**config.mk**
```make
export PLATFORM = sky130hd
export DESIGN_NAME = pipe_ctrl
export DESIGN_NICKNAME = d
export VERILOG_FILES = /design/src/rtl/pipe_ctrl.sv
export SDC_FILE = /design/constraint.sdc
export NUM_CORES = 1
export LEC_CHECK = 0
export CAP_MARGIN = 20
export CORE_MARGIN = 4
export CORE_UTILIZATION = 50
export DETAILED_ROUTE_END_ITERATION = 8
export DONT_BUFFER_PORTS = 1
export HOLD_SLACK_MARGIN = 0.15
export SYNTH_ARGS = -nofsm -noshare
export SYNTH_HDL_FRONTEND = slang
export SYNTH_SLANG_ARGS = --single-unit
```
**constraint.sdc**
```tcl
create_clock -name clk -period 2.1 [get_ports clk]
set_input_delay 0.315 -clock clk [delete_from_list [all_inputs] [get_ports clk]]
set_output_delay 0.315 -clock clk [all_outputs]
set_load 0.03 [all_outputs]
```
**src/rtl/pipe_ctrl.sv**
```systemverilog
// ============================================================================
// Module      : pipe_ctrl
// Description : Pipeline control unit. It merges stage stall requests into a
//               6-bit stall vector. It also generates the flush pulse with its
//               redirect PC, and runs a stall watchdog.
//               Optional macro PIPE_CTRL_PERF_EN adds performance counters.
// Revision    : 1.0 - initial release
// ============================================================================
`default_nettype none

module pipe_ctrl #(
    parameter int FLUSH_CYCLES = 1,
    parameter int MAX_STALL    = 64
) (
    input  logic        clk,
    input  logic        rst,
    input  logic        stallreq_if,
    input  logic        stallreq_id,
    input  logic        stallreq_ex,
    input  logic        stallreq_mem,
    input  logic        flush_req,
    input  logic [31:0] flush_pc,
    output logic [5:0]  stall,
    output logic        flush_o,
    output logic [31:0] new_pc_o,
    output logic        stall_timeout_o
`ifdef PIPE_CTRL_PERF_EN
    ,
    output logic [31:0] perf_stall_cycles,
    output logic [15:0] perf_flush_cnt
`endif
);

    localparam logic [1:0]  c_run         = 2'd0;
    localparam logic [1:0]  c_stall       = 2'd1;
    localparam logic [1:0]  c_flush       = 2'd2;
    localparam logic [3:0]  c_fcnt_init   = 4'(FLUSH_CYCLES - 1);
    localparam logic [15:0] c_stall_limit = 16'(MAX_STALL - 1);
    localparam logic [15:0] c_scnt_max    = 16'hFFFF;

    logic [1:0]  r_state;
    logic [1:0]  w_state_nxt;
    logic [3:0]  r_fcnt;
    logic [15:0] r_scnt;
    logic [31:0] r_new_pc;
    logic        r_timeout;
    logic [5:0]  w_stall;
    logic        w_any_req;

    assign w_any_req = stallreq_if | stallreq_id | stallreq_ex | stallreq_mem;

    // Stall vectors are contiguous runs from bit 0, so the first unstalled stage gets a bubble.
    always_comb begin
        w_stall = 6'b000000;
        if (r_state != c_flush) begin
            if (stallreq_mem)      w_stall = 6'b011111;
            else if (stallreq_ex)  w_stall = 6'b001111;
            else if (stallreq_id)  w_stall = 6'b000111;
            else if (stallreq_if)  w_stall = 6'b000011;
        end
    end

    always_comb begin
        w_state_nxt = r_state;
        case (r_state)
            c_run, c_stall: begin
                if (flush_req)      w_state_nxt = c_flush;
                else if (w_any_req) w_state_nxt = c_stall;
                else                w_state_nxt = c_run;
            end
            c_flush: begin
                if (flush_req)            w_state_nxt = c_flush;
                else if (r_fcnt == 4'd0)  w_state_nxt = c_run;
            end
            default: w_state_nxt = c_run;
        endcase
    end

    always_ff @(posedge clk or negedge rst) begin
        if (!rst) begin
            r_state   <= c_run;
            r_fcnt    <= 4'd0;
            r_scnt    <= 16'd0;
            r_new_pc  <= 32'd0;
            r_timeout <= 1'b0;
        end else begin
            r_state <= w_state_nxt;
            // A flush request always (re)starts the flush window, even mid-flush.
            if (flush_req) begin
                r_fcnt   <= c_fcnt_init;
                r_new_pc <= flush_pc;
            end else if ((r_state == c_flush) && (r_fcnt != 4'd0)) begin
                r_fcnt <= r_fcnt - 4'd1;
            end
            if (w_stall != 6'b000000) begin
                if (r_scnt != c_scnt_max) r_scnt <= r_scnt + 16'd1;
                if (r_scnt >= c_stall_limit) r_timeout <= 1'b1;
            end else begin
                r_scnt <= 16'd0;
            end
        end
    end

    assign stall           = w_stall;
    assign flush_o         = (r_state == c_flush);
    assign new_pc_o        = r_new_pc;
    assign stall_timeout_o = r_timeout;

`ifdef PIPE_CTRL_PERF_EN
    logic [31:0] r_perf_stall;
    logic [15:0] r_perf_flush;

    always_ff @(posedge clk or negedge rst) begin
        if (!rst) begin
            r_perf_stall <= 32'd0;
            r_perf_flush <= 16'd0;
        end else begin
            if (w_stall != 6'b000000) r_perf_stall <= r_perf_stall + 32'd1;
            if (flush_req)            r_perf_flush <= r_perf_flush + 16'd1;
        end
    end

    assign perf_stall_cycles = r_perf_stall;
    assign perf_flush_cnt    = r_perf_flush;
`endif

endmodule

`default_nettype wire
```
# --- Word level (Yosys, flattened, before mapping) ---
# Cells that the tools add are included.
op_classes:
  add_sub_neg: 2
  n_mul: 0
  n_eq_ne: 6
  n_div: 0
  n_lt_le_gt_ge: 1
  muxes: 14
  n_reduce_logical: 8
  shift: 0
  bitwise_logic: 3
op_table:
  columns: ["operator", "n"]
  rows:
  - ["two-way mux 16 bit", 2]
  - ["adder 16 x 1 -> 16 bit (second input constant)", 1]
  - ["greater-or-equal comparator 16 x 6 -> 1 bit (second input constant)", 1]
  - ["inequality test 16 bit (second input constant)", 1]
  - ["two-way mux 4 bit", 3]
  - ["two-way mux 2 bit", 4]
  - ["two-way mux 6 bit", 1]
  - ["nonzero test 6 bit", 1]
  - ["two-way mux 5 bit", 1]
  - ["zero test 4 bit", 1]
  - ["one-hot mux 2 bit (2 select lines)", 1]
  - ["nonzero test 4 bit", 1]
  - ["subtractor 4 x 1 -> 4 bit (second input constant)", 1]
  - ["two-way mux 3 bit", 1]
  - ["inequality test 3 x 2 -> 1 bit (second input constant)", 1]
  - ["bitwise OR 1 bit", 3]
  - ["== test 2 x 1 -> 1 bit (second input constant)", 1]
  - ["== test 2 bit (second input constant)", 1]
  - ["zero test 2 bit", 1]
  - ["inequality test 2 x 1 -> 1 bit (second input constant)", 1]
  - ["inequality test 2 bit (second input constant)", 1]
  - ["AND reduction 2 bit", 1]
  - ["nonzero test 2 bit", 1]
  - ["OR reduction 2 bit", 1]
  - ["other kinds (2)", 2]
word_totals:
  romBits: 0
  inputBits: 39
  n_memories: 0
  ramBits: 0
  ff_bits: 55
  out_inout_bits: 40
  latch_bits: 0
  word_cells: 39

# --- Depth between registers and ports, before layout ---
# Gate-level depths: netlist of the first run.
logic_depth:
  ltp_word: 7
  depth_mapped: 7
  ltp_nobuf: 6

# --- Worst setup path before layout of the first run ---
# Ideal clock, no wire load.
synth_path:
  path_kind: "reg-to-output"
  start: "register r_state[1]"
  end: "output stall[1]"
  stages_incl_launch_ff: 7
  path_slack_ps: 140
  n_path_buf: 3
  t_required_ps: 1785
  arrival_ps: 1645
  cell_sequence: "dfrtp_1 > nor2b_1 > clkbuf_1 > or2_1 > buf_2 > inv_1 > buf_4"
synth_between:
  elab_chain_cells: 2
synth_rtl:
  columns: ["element", "line", "source"]
  rows:
  - ["start: declaration", "41", "logic [1:0] r_state;"]
  - ["start signal: assignment", "81", "r_state <= c_run;"]
  - ["start signal: assignment", "87", "r_state <= w_state_nxt;"]
  - ["inequality test 2 bit", "55", "if (r_state != c_flush) begin"]
  - ["two-way mux 6 bit", "55", null]
  - ["end: declaration", "23", "output logic [5:0] stall,"]
# Every way passes these cells.

# --- Worst setup path after layout of the first run ---
layout_path:
  start: "register r_scnt[0]"
  end: "register r_scnt[1]"
layout_between:
  elab_chain_cells: 3
  word_cells_on_any_way: 5
  cone_classes: "add/sub: 1; eq/ne: 2; mux: 2"
layout_rtl:
  columns: ["element", "line", "source"]
  rows:
  - ["start: declaration", "44", "logic [15:0] r_scnt;"]
  - ["start signal: assignment", "96", "if (r_scnt != c_scnt_max) r_scnt <= r_scnt + 16'd1;"]
  - ["adder 16 x 1 -> 16 bit", "96", null]
  - ["two-way mux 16 bit", "96", null]
  - ["two-way mux 16 bit", "95", "if (w_stall != 6'b000000) begin"]
# Parallel ways exist; a longest one is shown, timed or not. The select of a mux whose other input is x is not followed.
# A chain may end at the register's enable or synchronous reset.

==> results of run 1 <==
[cells by family (layout without fill, tap and decap cells)]
group,count (synthesis),after routing,synth area share
AND/OR/NAND/NOR,62,62,0.1556
multiplexers,33,33,0.1486
flip-flops,55,55,0.5522
XOR/XNOR,5,5,0.01757
buffers and inverters,17,36,0.03464
other,1,1,0.001505
adder cells (fa/ha/maj),3,3,0.01506
AO/OA/AOI/OAI,28,28,0.07480
[final cells by class]
class / count / area, um2 / area share
Multi-Input combinational cell: 132 / 1030 / 0.3616
Sequential cell: 55 / 1376 / 0.4833
Tap cell: 67 / 83.83 / 0.02944
Clock inverter: 2 / 16.27 / 0.005712
Inverter: 5 / 18.77 / 0.006591
Clock buffer: 6 / 82.58 / 0.02900
Timing Repair Buffer: 23 / 240.2 / 0.08436
[Yosys cell counts, types with 3 or more instances]
master,number
or3_1,6
nand3_1,8
ha_1,3
dfrtp_1,55
and4_1,3
o21ai_1,5
nor3_1,6
nand4_1,5
nand2_1,4
a21oi_1,8
buf_2,3
nor2_1,12
inv_1,5
xor2_1,4
clkbuf_1,5
buf_4,3
nor4_1,3
mux2_2,32
[power groups by stage]
stage | sequential [mW] | clock, mW | combinational (mW)
floorplan | 1.40 | 0 | 0.473
global placement | 1.43 | 0 | 0.523
detailed placement | 1.43 | 0 | 0.547
CTS | 1.41 | 0.615 | 0.586
global route | 1.42 | 0.671 | 0.670
finish | 1.41 | 0.593 | 0.595
[timing repair]
| item | in CTS | in global routing |
|---|---|---|
| gates resized for setup | 0 | 0 |
| setup endpoints to repair | 0 | 0 |
| hold buffers | 6 | 14 |
| setup buffers | 0 | 0 |
| hold endpoints to repair | 64 | 13 |
[state kept, by name (all words and copies together), names as in the netlist]
signal,flops
new_pc_o,32
stall_timeout_o,1
r_fcnt,4
r_scnt,16
r_state,2
[routing by layer]
layer	up-vias	wire length (um)
met3	4	364
met1	831	1903
met5	-	0
met2	57	2500
met4	0	45
li1	769	-
[per-stage QoR]
step / worst slack [ns] / cells / hold slack (ns) / cell area (um2)
after CTS: 0.2262 / 276 / 0.1513 / 2708
after global routing: 0.05645 / 290 / 0.1505 / 2848
final: 0.2215 / 290 / 0.1639 / 2848
after global placement: 0.3371 / 262 / 0.02079 / 2531
after detailed placement: 0.2290 / 262 / 0.02099 / 2531
after floorplan: 0.1400 / 204 / 0.01941 / 2492
[path summary, 6_finish.rpt]
check                              from           end  slack, ns  cells after the start
setup / recovery              r_scnt[0]     r_scnt[1]       0.22                      5
min in group asynchronous           rst     r_fcnt[3]       0.53                      2
hold / removal             flush_pc[22]  new_pc_o[22]       0.16                      1
hold reg to reg              r_state[1]    r_state[0]       0.45                      1
max in group asynchronous           rst  new_pc_o[19]       1.34                      2
setup reg to reg              r_scnt[0]     r_scnt[1]       0.22                      5
==> flow_summary.json, run 1 <==
{
  "drc": 0,
  "fp-row-count": 25,
  "clock_latency_ns": 0.30,
  "start_util": 0.5208,
  "rsz0062_at_grt": "no",
  "tritoncts": "built",
  "synth_top_area_share": 0.5522,
  "cts_sinks": 55,
  "cp-end-kind": "flip-flop",
  "period_minus_slack_ns": 1.879,
  "synth_edf_count": 0,
  "fin_crit_sh": 0.8945,
  "crit_chain": "ha_1 > nand4_1 > nor4_4 > mux2i_1 > nor2_2",
  "ios": 79,
  "arrival_ns": 2.07,
  "synth_area_leaders": "dfrtp_1 (55%), mux2_2 (14%), nor2_1 (1.8%)",
  "antenna_cells": 0,
  "p_sw_frac": 0.3467,
  "gr-total-overflow": 0,
  "hpwl_mm": 3.471,
  "gr-usage-all-layers": 0.1646,
  "setup_violations": 0,
  "final_max_slew_viol_count": 0,
  "areaGrowthSynthToFinish_pct": 14.26,
  "met2_usage": 0.2793,
  "finalClockSkew_ns": 0.005799,
  "dr.pass1.iters": 4,
  "crit_fanout": 13,
  "power.density_nw_per_um2": 911.8,
  "die_w_um": 78.60,
  "drt_iter0_drc": 119,
  "grt_max_degree": 56,
  "synthesis.nets": 246,
  "utilization": 0.5950,
  "coreArea_um2": 4786,
  "cpPeakStageDelay_ns": 0.54,
  "cts_made_buffers": 5,
  "dieHeight_um": 78.60,
  "synth_seq_area_share": 0.5522,
  "drive_above_1_share": 0.2377,
  "async_flop_share": 1.000,
  "first_global_vias": 1712,
  "grt_first_pass_wirelength_mm": 8.114,
  "grt-busiest-layer": "met2",
  "die_area_um2": 6178,
  "worstPathRequired_ns": 2.29,
  "status": "completed",
  "cp_num_buf_inv": 0,
  "antenna_found_initial": 0,
  "final_common_cell": "dfrtp_1",
  "power.leakage_nw": 1.194,
  "port_buffers": 0,
  "clockBufferDepth": 2,
  "wl_per_cell_um": 16.60,
  "p_int_mw": 1.696,
  "syn-cell-area_um2": 2492,
  "crit_type": "reg2reg",
  "cts_max_level": 2,
  "postSynthCellCount": 204,
  "clkTransAtPathRegs_ns": 0.09,
  "avgSynthCellArea_um2": 12.22,
  "p_sw_mw": 0.9003,
  "p_clk_frac": 0.228,
  "final_nets": 264,
  "n_fill_cell": 402,
  "max_freq_mhz": 532.3,
  "synth-seq-cells": 55,
  "hold_viol": 0,
  "ys_warn_count": 0,
  "met3_usage": 0.06881,
  "place_congestion": 0.8276,
  "cp_top_family": "simple AND/OR/NAND/NOR gates",
  "p_total_mw": 2.597,
  "grtUsageMet1": 0.1934,
  "seqPwrFrac": 0.543,
  "ys_types": 47,
  "cp-start-kind": "flip-flop",
  "maxSlewHeadroom": 0.5572,
  "via_count": 1661,
  "max-cap-violations": 0,
  "yosys_most_used_dff": "dfrtp_1",
  "p_comb_frac": 0.229,
  "antenna_left": 0,
  "final_cell_mix": "dfrtp_1 (55), mux2_2 (32), dlygate4sd3_1 (19), nor2_1 (12)",
  "tns_ns": 0,
  "drt_wl_total_mm": 4.814,
  "cp_slowest_cell": "nor4_4",
  "yosys.area.top_type": "dfrtp_1",
  "ir_drop_uv": 587.3,
  "vias_per_cell": 5.728,
  "worstMarginPinSlew_ns": 0.6593,
  "clockRootBuffer": "clkbuf_8",
  "hold_class": "in2reg"
}
No activity file was read; power rests on OpenSTA's default activity.
==> run 2: changes to the inputs <==
Settings changed: RECOVER_POWER from default to 50.
Clock period 2.1 ns to 1.91 ns, I/O delays scaled along.
==> flow_summary.json, run 2 (synthesis results as in run 1) <==
{
  "status": "completed",
  "n_fill_cell": 367,
  "cpPeakStageDelay_ns": 0.39,
  "maxSlewHeadroom": 0.2029,
  "drt_iter0_drc": 124,
  "port_buffers": 0,
  "arrival_ns": 1.92,
  "die_area_um2": 6178,
  "die_w_um": 78.60,
  "cts_sinks": 55,
  "antenna_found_initial": 0,
  "gr-total-overflow": 0,
  "cts_max_level": 2,
  "max_freq_mhz": 578.3,
  "ios": 79,
  "start_util": 0.5208,
  "hold_path_end": "r_state[1]",
  "tns_ns": 0,
  "power.density_nw_per_um2": 968.2,
  "power.leakage_nw": 1.269,
  "wl_per_cell_um": 17.50,
  "final_cell_mix": "dfrtp_1 (55), dlygate4sd3_1 (33), mux2_2 (32), nor2_1 (12)",
  "crit_type": "reg2reg",
  "fp-row-count": 25,
  "max-cap-violations": 0,
  "via_count": 1738,
  "p_total_mw": 2.912,
  "largest_reg_flops": 32,
  "cp_slowest_cell": "dfrtp_1",
  "fin_area_um2": 3008,
  "tritoncts": "built",
  "drc": 0,
  "worstMarginPinSlew_ns": 1.196,
  "drt_wl_total_mm": 5.406,
  "clock_latency_ns": 0.30,
  "worstPathRequired_ns": 2.10,
  "cp-end-kind": "flip-flop",
  "grt_first_pass_wirelength_mm": 8.983,
  "grt_max_degree": 56,
  "post-cts-setup-buffers": 0,
  "cts_made_buffers": 5,
  "clockRootBuffer": "clkbuf_8",
  "dr.pass1.iters": 4,
  "hold_depth": 2,
  "antenna_left": 0,
  "cp-start-kind": "flip-flop",
  "final_common_cell": "dfrtp_1",
  "clockBufferDepth": 2,
  "r2r_start": "r_scnt[0]",
  "first_global_vias": 1835,
  "cp_top_family": "simple AND/OR/NAND/NOR gates",
  "hold_viol": 0,
  "dieHeight_um": 78.60,
  "fin_crit_sh": 0.9053,
  "ir_drop_uv": 473.8,
  "cp_num_buf_inv": 1,
  "r2r_cells": 6,
  "vias_per_cell": 5.625,
  "crit_fanout": 12,
  "antenna_cells": 0,
  "coreArea_um2": 4786,
  "areaGrowthSynthToFinish_pct": 20.68,
  "rsz0062_at_grt": "no",
  "hpwl_mm": 3.546,
  "gr-usage-all-layers": 0.1853,
  "hold_class": "in2reg",
  "finalClockSkew_ns": 0.007887,
  "crit_chain": "ha_1 > nand4_1 > nor4_4 > buf_4 > mux2i_1 > nor2_2",
  "drive_above_1_share": 0.2438,
  "clkTransAtPathRegs_ns": 0.10,
  "placed_area_um2": 2565,
  "min_from": "flush_req",
  "period_minus_slack_ns": 1.729,
  "final_nets": 283,
  "final_max_slew_viol_count": 0,
  "setup_violations": 0,
  "reg2reg_setup_slack_ns": 0.18,
  "worstReg2RegEnd": "r_scnt[1]",
  "place_congestion": 0.8236
}
## run 2: changes by cell type in the layout (fill, tap and decap cells not counted)
cell,change
dlygate4sd3_1,+14
buf_4,+4
clkinv_2,+2
buf_12,+1
buf_16,-1
buf_2,+1
clkbuf_8,-1
clkinv_4,-1
inv_1,-1
inv_6,+1
## run 2: timing repair
item | in CTS | in global routing
resized for setup | 0 | 0
hold buffers | 35 | 0
hold endpoints to repair | 93 | 0
## run 2: layer usage
layer | GRT usage | share of wire | up-vias
met1 | 0.2147 | 0.39 | 862
met2 | 0.3243 | 0.51 | 66
met5 | 0 | 0 | -
met3 | 0.06193 | 0.075 | 8
li1 | - | - | 802
met4 | 0.05420 | 0.019 | 0
## run 2: through the flow
step	worst slack [ns]	hold WS (ns)	util	std cells
after floorplan	0.1721	-0.009091	-	204
after global placement	0.2899	-0.007677	0.5359	266
after detailed placement	0.2016	-0.007577	0.5359	266
after CTS	0.1784	0.1534	0.6332	309
after global routing	0.03012	0.1596	0.6285	309
final	0.1808	0.1622	0.6285	309
## run 2: worst reg2reg max path: cells and delay by family, from the launching register on
kind | cells | cell delay (ns)
multiplexers | 1 | 0.22
adder cells (fa/ha/maj) | 1 | 0.31
buffers and inverters | 1 | 0.22
flip-flops | 1 | 0.39
AND/OR/NAND/NOR | 3 | 0.47
## run 2: area by class of cell
type | instances | area [um2] | share of cell area
repair buffers | 42 | 407.9 | 0.1356
flip-flops and latches | 55 | 1376 | 0.4576
clock inverters | 3 | 18.77 | 0.006240
well taps | 67 | 83.83 | 0.02787
multi-input cells | 132 | 1030 | 0.3423
clock buffers | 5 | 68.82 | 0.02288
inverters | 5 | 22.52 | 0.007488
## run 2: worst max-delay path by stage
| stage | cells past startpoint | endpoint | slack (ns) | start |
|---|---|---|---|---|
| 2_1_floorplan | 6 | stall[1] | 0.17 | r_state[1] |
| 3_3_place_gp | 6 | r_scnt[7] | 0.29 | r_scnt[0] |
| 3_5_place_dp | 6 | r_scnt[1] | 0.20 | r_scnt[0] |
| 4_1_cts | 6 | r_scnt[1] | 0.18 | r_scnt[0] |
| 5_1_grt | 6 | r_scnt[1] | 0.03 | r_scnt[0] |
| 6_report | 6 | r_scnt[1] | 0.18 | r_scnt[0] |
## run 2: report_power, final
group	internal [mW]	switching [mW]	total (mW)
sequential	1.30	0.252	1.55
combinational	0.314	0.419	0.733
clock	0.259	0.370	0.629
total	1.87	1.04	2.91
